### config.mk
export PLATFORM = sky130hd
export DESIGN_NAME = mac_accumulator
export DESIGN_NICKNAME = d
export VERILOG_FILES = /design/src/rtl/mac_accumulator.sv
export SDC_FILE = /design/constraint.sdc
export NUM_CORES = 1
export LEC_CHECK = 0
export CORE_ASPECT_RATIO = 1.1
export CORE_MARGIN = 5
export CORE_UTILIZATION = 45
export CTS_CLUSTER_SIZE = 25
export DETAILED_ROUTE_END_ITERATION = 8
export GPL_ROUTABILITY_DRIVEN = 0
export GPL_TIMING_DRIVEN = 0
export PLACE_DENSITY_LB_ADDON = 0.3
export SETUP_SLACK_MARGIN = 0.2
export SYNTH_ARGS = -nofsm -noshare
export SYNTH_HDL_FRONTEND = slang
export SYNTH_SLANG_ARGS = --single-unit
### constraint.sdc
create_clock -name clk -period 9.8 [get_ports clk]
set_clock_uncertainty 0.15 [all_clocks]
set_input_delay 1.96 -clock clk [delete_from_list [all_inputs] [get_ports clk]]
set_output_delay 1.96 -clock clk [all_outputs]
set_load 0.02 [all_outputs]
### src/rtl/mac_accumulator.sv
// Signed multiply-accumulate stage: one dot-product per vector, delimited
// by in_last, with a sticky signed-overflow flag per vector.
// Ports: clk, rst (sync, active-high); in_valid/in_ready/in_a/in_b/in_last
// operand stream; out_valid/out_ready/out_data/out_count/out_ovf result.
module mac_accumulator #(
   parameter int DATA_W = 16,
   parameter int ACC_W  = 32,
   parameter int CNT_W  = 16
) (
   input  logic              clk,
   input  logic              rst,
   input  logic              in_valid,
   output logic              in_ready,
   input  logic [DATA_W-1:0] in_a,
   input  logic [DATA_W-1:0] in_b,
   input  logic              in_last,
   output logic              out_valid,
   input  logic              out_ready,
   output logic [ACC_W-1:0]  out_data,
   output logic [CNT_W-1:0]  out_count,
   output logic              out_ovf
);

   typedef enum logic [1:0] {
      ACCUM,
      DRAIN,
      OUT
   } state_t;

   state_t r_state;
   state_t w_next;

   logic                     w_beat;
   logic signed [DATA_W-1:0] w_a;
   logic signed [DATA_W-1:0] w_b;
   logic signed [ACC_W-1:0]  w_prod;

   logic                     r_p_valid;
   logic                     r_p_last;
   logic [ACC_W-1:0]         r_prod;

   logic [ACC_W-1:0]         r_acc;
   logic [CNT_W-1:0]         r_cnt;
   logic                     r_ovf;
   logic [ACC_W-1:0]         w_sum;
   logic                     w_ovf_now;

   logic [ACC_W-1:0]         r_out_data;
   logic [CNT_W-1:0]         r_out_count;
   logic                     r_out_ovf;

   assign in_ready = (r_state == ACCUM) && !rst;
   assign w_beat   = in_valid && in_ready;

   // Both operands are widened before multiplying; since ACC_W >= 2*DATA_W
   // the truncated product equals the sign-extended full product.
   assign w_a    = in_a;
   assign w_b    = in_b;
   assign w_prod = ACC_W'(w_a) * ACC_W'(w_b);

   // Stage P: registered product
   always_ff @(posedge clk) begin
      if (rst) begin
         r_p_valid <= 1'b0;
         r_p_last  <= 1'b0;
         r_prod    <= '0;
      end else begin
         r_p_valid <= w_beat;
         if (w_beat) begin
            r_p_last <= in_last;
            r_prod   <= w_prod;
         end
      end
   end

   // Stage A: modular add; overflow when like-signed operands give a
   // result of the opposite sign.
   assign w_sum     = r_acc + r_prod;
   assign w_ovf_now = (r_acc[ACC_W-1] == r_prod[ACC_W-1]) &&
                      (w_sum[ACC_W-1] != r_acc[ACC_W-1]);

   always_ff @(posedge clk) begin
      if (rst) begin
         r_acc       <= '0;
         r_cnt       <= '0;
         r_ovf       <= 1'b0;
         r_out_data  <= '0;
         r_out_count <= '0;
         r_out_ovf   <= 1'b0;
      end else if (r_p_valid) begin
         if (!r_p_last) begin
            r_acc <= w_sum;
            r_cnt <= r_cnt + CNT_W'(1);
            r_ovf <= r_ovf | w_ovf_now;
         end else begin
            r_out_data  <= w_sum;
            r_out_count <= r_cnt + CNT_W'(1);
            r_out_ovf   <= r_ovf | w_ovf_now;
            r_acc       <= '0;
            r_cnt       <= '0;
            r_ovf       <= 1'b0;
         end
      end
   end

   // FSM state register
   always_ff @(posedge clk) begin
      if (rst) begin
         r_state <= ACCUM;
      end else begin
         r_state <= w_next;
      end
   end

   // FSM next state
   always_comb begin
      w_next = r_state;
      unique case (r_state)
         ACCUM: begin
            if (w_beat && in_last) begin
               w_next = DRAIN;
            end
         end
         DRAIN: begin
            if (r_p_valid && r_p_last) begin
               w_next = OUT;
            end
         end
         OUT: begin
            if (out_ready) begin
               w_next = ACCUM;
            end
         end
         default: w_next = ACCUM;
      endcase
   end

   // Result registers only change in stage A, which is idle while in OUT,
   // so they stay stable until the handshake.
   assign out_valid = (r_state == OUT);
   assign out_data  = r_out_data;
   assign out_count = r_out_count;
   assign out_ovf   = r_out_ovf;

endmodule

# Yosys cells after proc, flatten, opt, wreduce, memory -nomap -nowiden
# Index checks and enable logic that the tools add are counted.
[op_classes] add_sub_neg=2 multipliers=1 n_eq_ne=7 mux=7 n_bitwise=1 reduce_logical=9
[ops] operator="32-bit adder" n=1
[ops] operator="16-bit by 16-bit multiplier with 32-bit output" n=1
[ops] operator="32-bit two-way mux" n=1
[ops] operator="16-bit by 1-bit adder with 16-bit output (second input constant)" n=1
[ops] operator="16-bit two-way mux" n=1
[ops] operator="2-bit two-way mux" n=3
[ops] operator="2-bit case mux with 3 select lines" n=1
[ops] operator="1-bit logical AND" n=5
[ops] operator="2-bit by 1-bit inequality test with 1-bit output (second input constant)" n=2
[ops] operator="3-bit AND reduction" n=1
[ops] operator="2-bit by 1-bit equality test with 1-bit output (second input constant)" n=1
[ops] operator="2-bit equality test (second input constant)" n=1
[ops] operator="2-bit zero test" n=1
[ops] operator="2-bit inequality test (second input constant)" n=1
[ops] operator="2-bit AND reduction" n=1
[ops] operator="1-bit equality test" n=1
[ops] operator="1-bit zero test" n=1
[ops] operator="1-bit two-way mux" n=1
[ops] operator="1-bit inequality test" n=1
[ops] operator="1-bit OR" n=1
[totals] reg_bits=134 in_bits=37 output_inout_bits=51 elab_cells=37

# Depth between registers and ports, before layout
# Gate-level depths: netlist (run 1).
[logic_depth] depth_word=6 ltp_mapped=25 depth_no_buf=24

# Least setup slack after synthesis (run 1)
# No wires, ideal clock.
[synth_path] path_kind="input -> register" startpoint="input port in_b[1]" endpoint="register r_prod[29]" setup_ps=127 arrival_ps=7496 required_ps=9523 path_slack_ps=2027 stages=20 n_path_buf=1 path_cell_list="clkbuf_1 > nand2_1 > inv_1 > fa_1 > fa_1 > inv_1 > fa_1 > fa_1 > fa_1 > fa_1 > inv_1 > ha_1 > a21o_1 > a21o_1 > a21o_1 > a2111oi_2 > nor2_1 > a41oi_1 > xor2_1 > o21ai_1"
[synth_via] elab_chain_cells=1
[synth_rtl] element="start: declaration" line_no="15" rtl="input logic [DATA_W-1:0] in_b,"
[synth_rtl] element="16-bit by 16-bit multiplier with 32-bit output" line_no="59" rtl="assign w_prod = ACC_W'(w_a) * ACC_W'(w_b);"
[synth_rtl] element="end signal: assignment" line_no="71" rtl="r_prod <= w_prod;"
[synth_rtl] element="end: declaration" line_no="40" rtl="logic [ACC_W-1:0] r_prod;"
# No other way between the ends.
# A chain may end at the register's enable or synchronous reset.

# Worst setup path in the final report (run 1)
[layout_path] startpoint="input port in_a[10]" endpoint="register r_prod[29]"
[layout_via] elab_chain_cells=1
[layout_rtl] element="start: declaration" line_no="14" rtl="input logic [DATA_W-1:0] in_a,"
[layout_rtl] element="16-bit by 16-bit multiplier with 32-bit output" line_no="59"
# No other way between the ends.

==> flow_summary_export.csv, run 1 <==
group,metric,value,unit
sta,fmax,114,MHz
detailed_routing,wl,42.0,mm
logic_synthesis,dominantRegCellSynth,"dfxtp_1",
worst_setup_path,critPathLaunchType,"input port",
floorplan,design.core.area,35900,um2
detailed_routing,drc,0,
floorplan,die_height,209,um
detailed_routing,vias,12800,
sta,setup_tns,0,ns
sta,finalSetupViolations,0,
flow_run,cap_violations,0,
detailed_routing,drtPass1Iterations,5,
detailed_routing,drtAntennaViolNets,0,
cells_and_area,diodes,0,
sta,slew_headroom,0.495,
logic_synthesis,synth_edf_count,0,
detailed_routing,vias_per_cell,5.24,
cells_and_area,nets,2360,
cells_and_area,n_fill_cell,3422,
logic_synthesis,syn-num-nets,2254,
floorplan,dieArea,40000,um2
global_route,gr-total-overflow,0,
detailed_routing,drt_iter0_markers,773,
cells_and_area,final_common_cell,"inv_1",
sta,period_needed,8.80,ns
global_route,grt_first_pass_wirelength,69.9,mm
sta,hold_viol,0,
floorplan,row_count,73,
logic_synthesis,synth_warnings,0,
clocking,post_cts_buffers,0,
detailed_routing,wl_per_cell,17.2,um
clocking,cts_resized,0,
run_status,status,"finished, final reports clean",
clocking,h-tree-depth,4,
sta,rsz0062_at_grt,"false",
clocking,clockBufferDepth,2,
sta,final_max_slew_viol_count,0,
power,vdd_drop_max,0.304,mV
clocking,path_clk_slew,0.06,ns
cells_and_area,final_cell_mix,"inv_1 (309), fa_1 (263), nand2_1 (221)",
clocking,hold_buffers,0,
worst_setup_path,crit_arrival,8.94,ns
global_route,antenna_found_initial,0,
worst_setup_path,endpoint_kind,"flop",
clocking,cts_root_buf,"clkbuf_16",
cells_and_area,multiInputGateArea,12100,um2
worst_setup_path,cp.required,9.94,ns
worst_setup_path,crit_type,"input port to flop",
power,p_per_area,396,nW/um2
logic_synthesis,syn_inst,1840,
logic_synthesis,ys_seq_area_frac,0.165,
sta,tightestPinTransition,0.754,ns
clocking,cts.sink_count,134,
floorplan,io-pin-count,88,
logic_synthesis,ys_async_sr_fraction,0,
clocking,clk_latency,0.42,ns
global_route,grt_use_total,0.216,
worst_setup_path,path_max_fanout,10,
sta,fin_crit_sh,0.898,
logic_synthesis,synth_seq_cells,134,
cells_and_area,drive_above_1_share,0.0347,
cells_and_area,seqCellArea,2680,um2
global_route,grt_pass1_vias,13800,
logic_synthesis,yosys.cell_types.count,74,
logic_synthesis,synth.avg_cell_area,8.84,um2
power,p_leak,8.46,nW
logic_synthesis,syn-cell-area,16300,um2
floorplan,initial_core_util,0.453,
hold_path,hp-class,"flop to flop",
cells_and_area,finish.utilization,0.511,
placement,hpwlAfterDp,35.1,mm
cells_and_area,syn2layout_area_growth,12.7,%
global_route,grt_max_degree,17,
placement,port_buffers,87,
clocking,cts_tree,"yes",
floorplan,die_w,191,um
clocking,cts_buffers,17,
## worst max-delay path: stages
cell	delay (ns)
clkdlybuf4s50_1	0.78
clkbuf_1	0.57
nand2_1	0.18
fa_1	0.57
fa_1	0.50
fa_1	0.55
inv_1	0.06
fa_1	0.57
fa_1	0.44
fa_1	0.49
ha_1	0.36
a21oi_1	0.24
nand2b_1	0.09
a21oi_1	0.20
o211ai_1	0.28
a2111oi_2	0.47
nor2_1	0.12
a41oi_1	0.26
xor2_1	0.17
o21ai_1	0.07
## kinds of logic (layout without fill, tap and decap cells)
family / Yosys count / in the layout / share of synthesized area
DFF: 134 / 134 / 0.165
buffers and inverters: 388 / 507 / 0.0898
AOI/OAI and AO/OA: 298 / 298 / 0.127
and+or+nand+nor: 567 / 567 / 0.166
xor gates and xnor gates: 73 / 73 / 0.0393
adders and majority gates: 377 / 377 / 0.412
muxes: 3 / 3 / 0.00185
## power breakdown
part           total [mW]  leakage, nW  switching [mW]  internal [mW]
clock               0.634        0.284           0.263          0.371
sequential          0.653         1.09          0.0369          0.616
combinational        5.97         7.09            3.36           2.61
## flip-flops by register name (all words and copies together), names as in the netlist
register   cells
r_ovf          1
r_p_valid      1
r_cnt         16
out_count     16
out_ovf        1
r_p_last       1
r_prod        32
r_state        2
r_acc         32
out_data      32
## synth_stat cells, types with 6 or more instances
master / instances / share of area
dfxtp_1: 134 / 0.16
o2bb2ai_1: 6 / 0.0032
xor2_1: 23 / 0.012
nand2_1: 221 / 0.051
a22oi_1: 25 / 0.012
a21o_1: 26 / 0.012
clkbuf_1: 67 / 0.015
o31ai_1: 6 / 0.0028
o21bai_1: 10 / 0.0046
fa_1: 263 / 0.32
buf_1: 7 / 0.0016
a22o_1: 13 / 0.0070
and3_1: 16 / 0.0062
o21ai_1: 8 / 0.0025
nand2b_1: 16 / 0.0062
nand3_1: 44 / 0.014
ha_1: 114 / 0.088
nor2_1: 104 / 0.024
a211oi_1: 24 / 0.011
and2_1: 119 / 0.046
inv_1: 309 / 0.071
a31oi_1: 7 / 0.0027
a21oi_1: 74 / 0.023
nor3_1: 12 / 0.0037
o21ai_0: 52 / 0.016
xnor2_1: 50 / 0.027
## metrics by stage
stage | hold slack, ns | setup WS, ns | cell area (um2) | instances | total power [mW]
6_report | 0.300 | 1.00 | 18300 | 2446 | 7.26
5_1_grt | 0.324 | 0.686 | 18300 | 2446 | 8.16
4_1_cts | 0.300 | 1.02 | 18300 | 2446 | 7.30
3_5_place_dp | 0.293 | 0.600 | 17700 | 2414 | 6.63
3_3_place_gp | 0.278 | 0.644 | 17700 | 2414 | 6.50
2_1_floorplan | 0.270 | 2.03 | 16300 | 1840 | 5.43
## routing by layer
metal,up-vias,part of all wire,global-route usage
met5,-,0,0
met4,0,0.037,0.0785
met3,92,0.068,0.0359
met2,431,0.47,0.368
met1,6230,0.42,0.276
li1,6068,-,-
## final timing paths
| kind | to | cells after the start | start | slack [ns] |
|---|---|---|---|---|
| max reg2reg | out_data[26] | 11 | r_prod[0] | 6.56 |
| min reg2reg | r_acc[24] | 2 | r_acc[24] | 0.30 |
| max | r_prod[29] | 20 | in_a[10] | 1.00 |
| min | r_acc[24] | 2 | r_acc[24] | 0.30 |
## cell type report
type | count | share of cell area
clock buffer | 19 | 0.0247
timing repair buffer | 87 | 0.0475
buffer | 77 | 0.0160
clock inverter | 13 | 0.00737
multi-input combinational | 1318 | 0.661
sequential | 134 | 0.146
tap | 487 | 0.0332
inverter | 311 | 0.0637
Power figures use the tool's default switching activity.
==> run 2, diff against run 1 <==
--- a/config.mk
+++ b/config.mk
@@ -10,6 +10,7 @@
 export CORE_UTILIZATION = 45
 export CTS_CLUSTER_SIZE = 25
 export DETAILED_ROUTE_END_ITERATION = 8
+export DONT_BUFFER_PORTS = 1
 export GPL_ROUTABILITY_DRIVEN = 0
 export GPL_TIMING_DRIVEN = 0
 export PLACE_DENSITY_LB_ADDON = 0.3
==> flow_summary_export.csv, run 2 (synthesis results as in run 1) <==
group,metric,value,unit
cells_and_area,nets,2273,
clocking,clockBufferDepth,2,
worst_setup_path,critPathLaunchType,"input port",
detailed_routing,drt_iter0_markers,703,
worst_setup_path,path_cells,"clkbuf_1 -> nand2_1 -> inv_1 -> fa_1 -> fa_1 -> inv_1 -> fa_1 -> fa_1 -> fa_1 -> fa_1 -> inv_1 -> ha_1 -> a21o_1 -> a21o_1 -> a21o_1 -> a2111oi_2 -> nor2_1 -> a41oi_1 -> xor2_1 -> o21ai_1",
hold_path,min_to,"r_acc[24]",
floorplan,dieArea,40000,um2
cells_and_area,seqCellArea,2680,um2
clocking,hold_buffers,0,
clocking,cts.sink_count,134,
floorplan,die_height,209,um
hold_path,hp-class,"flop to flop",
worst_setup_path,path_common_cell,"fa_1",
hold_path,holdCritStartpoint,"r_acc[24]",
detailed_routing,wl_per_cell,17.5,um
worst_setup_path,cpMaxStageDelayCell,"fa_1",
detailed_routing,wl,41.3,mm
clocking,path_clk_slew,0.06,ns
cells_and_area,drive_above_1_share,0.0358,
run_status,status,"finished, final reports clean",
cells_and_area,stdcell_count,2359,
worst_setup_path,crit_type,"input port to flop",
sta,fin_crit_sh,0.822,
worst_setup_path,cp.required,9.94,ns
detailed_routing,vias,12500,
global_route,grt_use_total,0.214,
clocking,clk_latency,0.42,ns
sta,tightestPinTransition,0.839,ns
clocking,cts_root_buf,"clkbuf_16",
worst_setup_path,reg2reg_slack,6.53,ns
sta,holdWs,0.294,ns
sta,rsz0062_at_grt,"false",
detailed_routing,drtAntennaViolNets,0,
cells_and_area,finish.utilization,0.486,
detailed_routing,vias_per_cell,5.28,
worst_setup_path,critical-path-max-stage-delay,0.84,ns
global_route,grt_pass1_vias,13400,
clocking,post_cts_buffers,0,
worst_setup_path,crit_arrival,8.20,ns
global_route,grt_first_pass_wirelength,69.1,mm
sta,setup_tns,0,ns
detailed_routing,drc,0,
floorplan,design.core.area,35900,um2
floorplan,die_w,191,um
worst_setup_path,r2r_end,"out_data[26]",
clocking,cts_tree,"yes",
clocking,h-tree-depth,4,
worst_setup_path,cpLargestDelayFamily,"adder cells",
sta,hold_viol,0,
sta,slew_headroom,0.441,
sta,period_needed,8.06,ns
worst_setup_path,endpoint_kind,"flop",
worst_setup_path,r2r_cells,11,
global_route,gr-total-overflow,0,
cells_and_area,final_common_cell,"inv_1",
cells_and_area,n_fill_cell,3411,
global_route,antenna_found_initial,0,
placement,dp_cells,2327,
worst_setup_path,cp.depth,20,
flow_run,cap_violations,0,
sta,finalSetupViolations,0,
cells_and_area,final_cell_mix,"inv_1 (309), fa_1 (263), nand2_1 (221)",
clocking,cts_resized,0,
cells_and_area,syn2layout_area_growth,7.37,%
placement,port_buffers,0,
global_route,grt_max_degree,17,
worst_setup_path,path_buf_inv,4,
worst_setup_path,r2r_start,"r_prod[0]",
sta,fmax,124,MHz
hold_path,hold_depth,2,
cells_and_area,diodes,0,
sta,final_max_slew_viol_count,0,
detailed_routing,drtPass1Iterations,7,
floorplan,initial_core_util,0.453,
cells_and_area,multiInputGateArea,12100,um2
placement,hpwlAfterDp,34.5,mm
clocking,cts_buffers,17,
worst_setup_path,path_max_fanout,10,
floorplan,row_count,73,
floorplan,io-pin-count,88,
run 2: through the flow:
| stage | worst slack [ns] | instance area [um2] |
|---|---|---|
| final | 1.74 | 17500 |
| after floorplan | 2.03 | 16300 |
| after detailed placement | 1.30 | 16900 |
| after global routing | 1.38 | 17500 |
| after global placement | 1.35 | 16900 |
| after CTS | 1.74 | 17500 |
run 2: worst max path at each step:
stage,slack (ns),to,startpoint
finish,1.74,r_prod[29],in_a[15]
global route,1.38,r_prod[29],in_a[15]
CTS,1.74,r_prod[29],in_a[15]
detailed placement,1.30,r_prod[29],in_a[15]
global placement,1.35,r_prod[29],in_a[15]
floorplan,2.03,r_prod[29],in_b[1]
run 2: layout make-up:
| class | count | area share |
|---|---|---|
| plain buffers | 77 | 0.0168 |
| clock buffers | 19 | 0.0254 |
| clock inverters | 13 | 0.00838 |
| inverters | 311 | 0.0669 |
| multi-input cells | 1318 | 0.694 |
| flip-flops and latches | 134 | 0.154 |
| well taps | 487 | 0.0349 |
run 2: worst min-delay path, cell delays in order (launching register included):
cell and delay (ns):
dfxtp_1 0.31, nand2_1 0.05, nand2_1 0.04
run 2: layer usage:
layer | track usage | vias up | share of wire | wire [um]
met5 | 0 | - | 0 | 0
met4 | 0.0592 | 0 | 0.027 | 1100
met3 | 0.0403 | 75 | 0.070 | 2910
met2 | 0.363 | 388 | 0.47 | 19400
met1 | 0.280 | 6090 | 0.43 | 17900
li1 | - | 5905 | - | -
Power of run 2 is left out: the tool's default activity adds up to more than one toggle a clock period on the data nets, which glitch-free logic cannot reach.
==> run 3, diff against run 2 <==
==> constraint.sdc (replaced) <==
create_clock -name clk -period 7.7 [get_ports clk]
set_clock_uncertainty 0.15 [all_clocks]
set_input_delay 1.54 -clock clk [delete_from_list [all_inputs] [get_ports clk]]
set_output_delay 1.54 -clock clk [all_outputs]
set_load 0.02 [all_outputs]
==> flow_summary_export.csv, run 3 (synthesis results as in run 1) <==
group,metric,value,unit
run_status,status,"finished, final reports clean",
flow_run,cap_violations,0,
hold_path,holdCritStartpoint,"r_acc[24]",
detailed_routing,vias,12500,
worst_setup_path,critPathLaunchType,"input port",
floorplan,die_w,191,um
floorplan,row_count,73,
placement,dp_slack,-0.384,ns
cells_and_area,final_cell_mix,"inv_1 (309), fa_1 (262), nand2_1 (221)",
global_route,grt_first_pass_wirelength,69.1,mm
worst_setup_path,r2r_start,"r_prod[0]",
floorplan,dieArea,40000,um2
sta,hold_viol,0,
floorplan,io-pin-count,88,
detailed_routing,wl_per_cell,17.6,um
hold_path,hp-class,"flop to flop",
global_route,grt_max_degree,17,
clocking,clockBufferDepth,2,
clocking,cts.sink_count,134,
worst_setup_path,path_buf_inv,4,
cells_and_area,nets,2274,
sta,tightestPinTransition,0.843,ns
worst_setup_path,crit_arrival,7.29,ns
worst_setup_path,cp.required,7.84,ns
hold_path,hold_depth,2,
global_route,grt_use_total,0.214,
clocking,hold_buffers,0,
worst_setup_path,r2r_cells,11,
floorplan,design.core.area,35900,um2
worst_setup_path,r2r_end,"out_data[26]",
clocking,path_clk_slew,0.06,ns
placement,place_area,16900,um2
detailed_routing,drc,0,
cells_and_area,diodes,0,
global_route,gr-total-overflow,0,
clocking,cts_root_buf,"clkbuf_16",
placement,port_buffers,0,
worst_setup_path,critical-path-max-stage-delay,0.55,ns
global_route,antenna_found_initial,0,
worst_setup_path,path_common_cell,"fa_1",
cells_and_area,design_area,17500,um2
worst_setup_path,cpMaxStageDelayCell,"fa_1",
sta,fin_crit_sh,0.929,
detailed_routing,wl,41.5,mm
cells_and_area,drive_above_1_share,0.0497,
worst_setup_path,reg2reg_slack,4.44,ns
clocking,cts_tree,"yes",
sta,holdWs,0.294,ns
worst_setup_path,endpoint_kind,"flop",
cells_and_area,n_fill_cell,3415,
worst_setup_path,crit_type,"input port to flop",
sta,fmax,140,MHz
sta,final_max_slew_viol_count,0,
sta,finalSetupViolations,0,
cells_and_area,final_common_cell,"inv_1",
clocking,h-tree-depth,4,
placement,hpwlAfterDp,34.5,mm
hold_path,min_to,"r_acc[24]",
sta,setup_tns,0,ns
detailed_routing,drtAntennaViolNets,0,
floorplan,die_height,209,um
floorplan,initial_core_util,0.453,
clocking,cts_buffers,17,
cells_and_area,syn2layout_area_growth,7.62,%
sta,period_needed,7.15,ns
worst_setup_path,cpLargestDelayFamily,"adder cells",
detailed_routing,drtPass1Iterations,5,
detailed_routing,vias_per_cell,5.29,
sta,rsz0062_at_grt,"false",
worst_setup_path,path_max_fanout,10,
detailed_routing,drt_iter0_markers,623,
clocking,clk_latency,0.42,ns
sta,setup_slack,0.548,ns
global_route,grt_pass1_vias,13400,
sta,slew_headroom,0.438,
worst_setup_path,path_cells,"clkbuf_1 -> nand2_1 -> fa_1 -> inv_1 -> fa_1 -> fa_1 -> fa_1 -> fa_1 -> inv_1 -> fa_1 -> inv_1 -> ha_1 -> a21oi_1 -> o21ai_0 -> a221oi_2 -> o31ai_4 -> a221oi_2 -> o21ai_1 -> xnor2_1 -> o21ai_1",
## run 3: changes by cell type in the layout (fill, tap and decap cells not counted)
cell,delta
clkbuf_2,+24
fa_1,-1
fa_2,+1
clkbuf_1,-24
buf_4,+1
## run 3: timing repair
action | CTS | global route
setup endpoints to repair | 3 | 8
setup buffers | 0 | 1
pin swaps | 0 | 1
gates cloned | 0 | 0
gates resized for setup | 2 | 46
## run 3: metal layers
layer,global-route usage,wire length (um),vias up
li1,-,-,5903
met1,0.280,18000,6143
met2,0.363,19500,378
met3,0.0403,2960,71
met4,0.0592,1040,0
met5,0,0,-
## run 3: area by class of cell
cell class / instances / area, um2 / area share
clock inverters: 13 / 146 / 0.00837
flip-flops and latches: 134 / 2680 / 0.153
multi-input cells: 1318 / 12100 / 0.693
well taps: 487 / 609 / 0.0348
plain buffers: 77 / 323 / 0.0184
clock buffers: 19 / 443 / 0.0253
inverters: 311 / 1170 / 0.0667
repair buffers: 1 / 7.51 / 0.000429
## run 3: worst max-delay path by stage
stage                     startpoint          to  slack, ns  cells past startpoint
after floorplan              in_b[1]  r_prod[29]       0.35                     20
after global placement      in_a[15]  r_prod[29]      -0.33                     20
after detailed placement    in_a[15]  r_prod[29]      -0.38                     20
after CTS                    in_b[1]  r_prod[29]       0.25                     20
after global routing         in_a[2]  r_prod[30]       0.21                     20
final                       in_b[12]  r_prod[30]       0.55                     20
## run 3: worst register-to-register path, stage by stage, from the launching register on
cell and delay (ns):
dfxtp_1 0.32, ha_1 0.24, fa_1 0.41, a21o_1 0.19
a21oi_1 0.30, o21a_1 0.22, nor3_1 0.14, o21ai_0 0.36
nand2_1 0.21, a21oi_2 0.27, nor4_1 0.07, a211o_1 0.24
## run 3: per-stage QoR
stage / util / instances
floorplan: - / 1840
global placement: 0.470 / 2327
detailed placement: 0.470 / 2327
CTS: 0.486 / 2359
global route: 0.488 / 2360
finish: 0.488 / 2360
Power of run 3 is left out for the same reason.
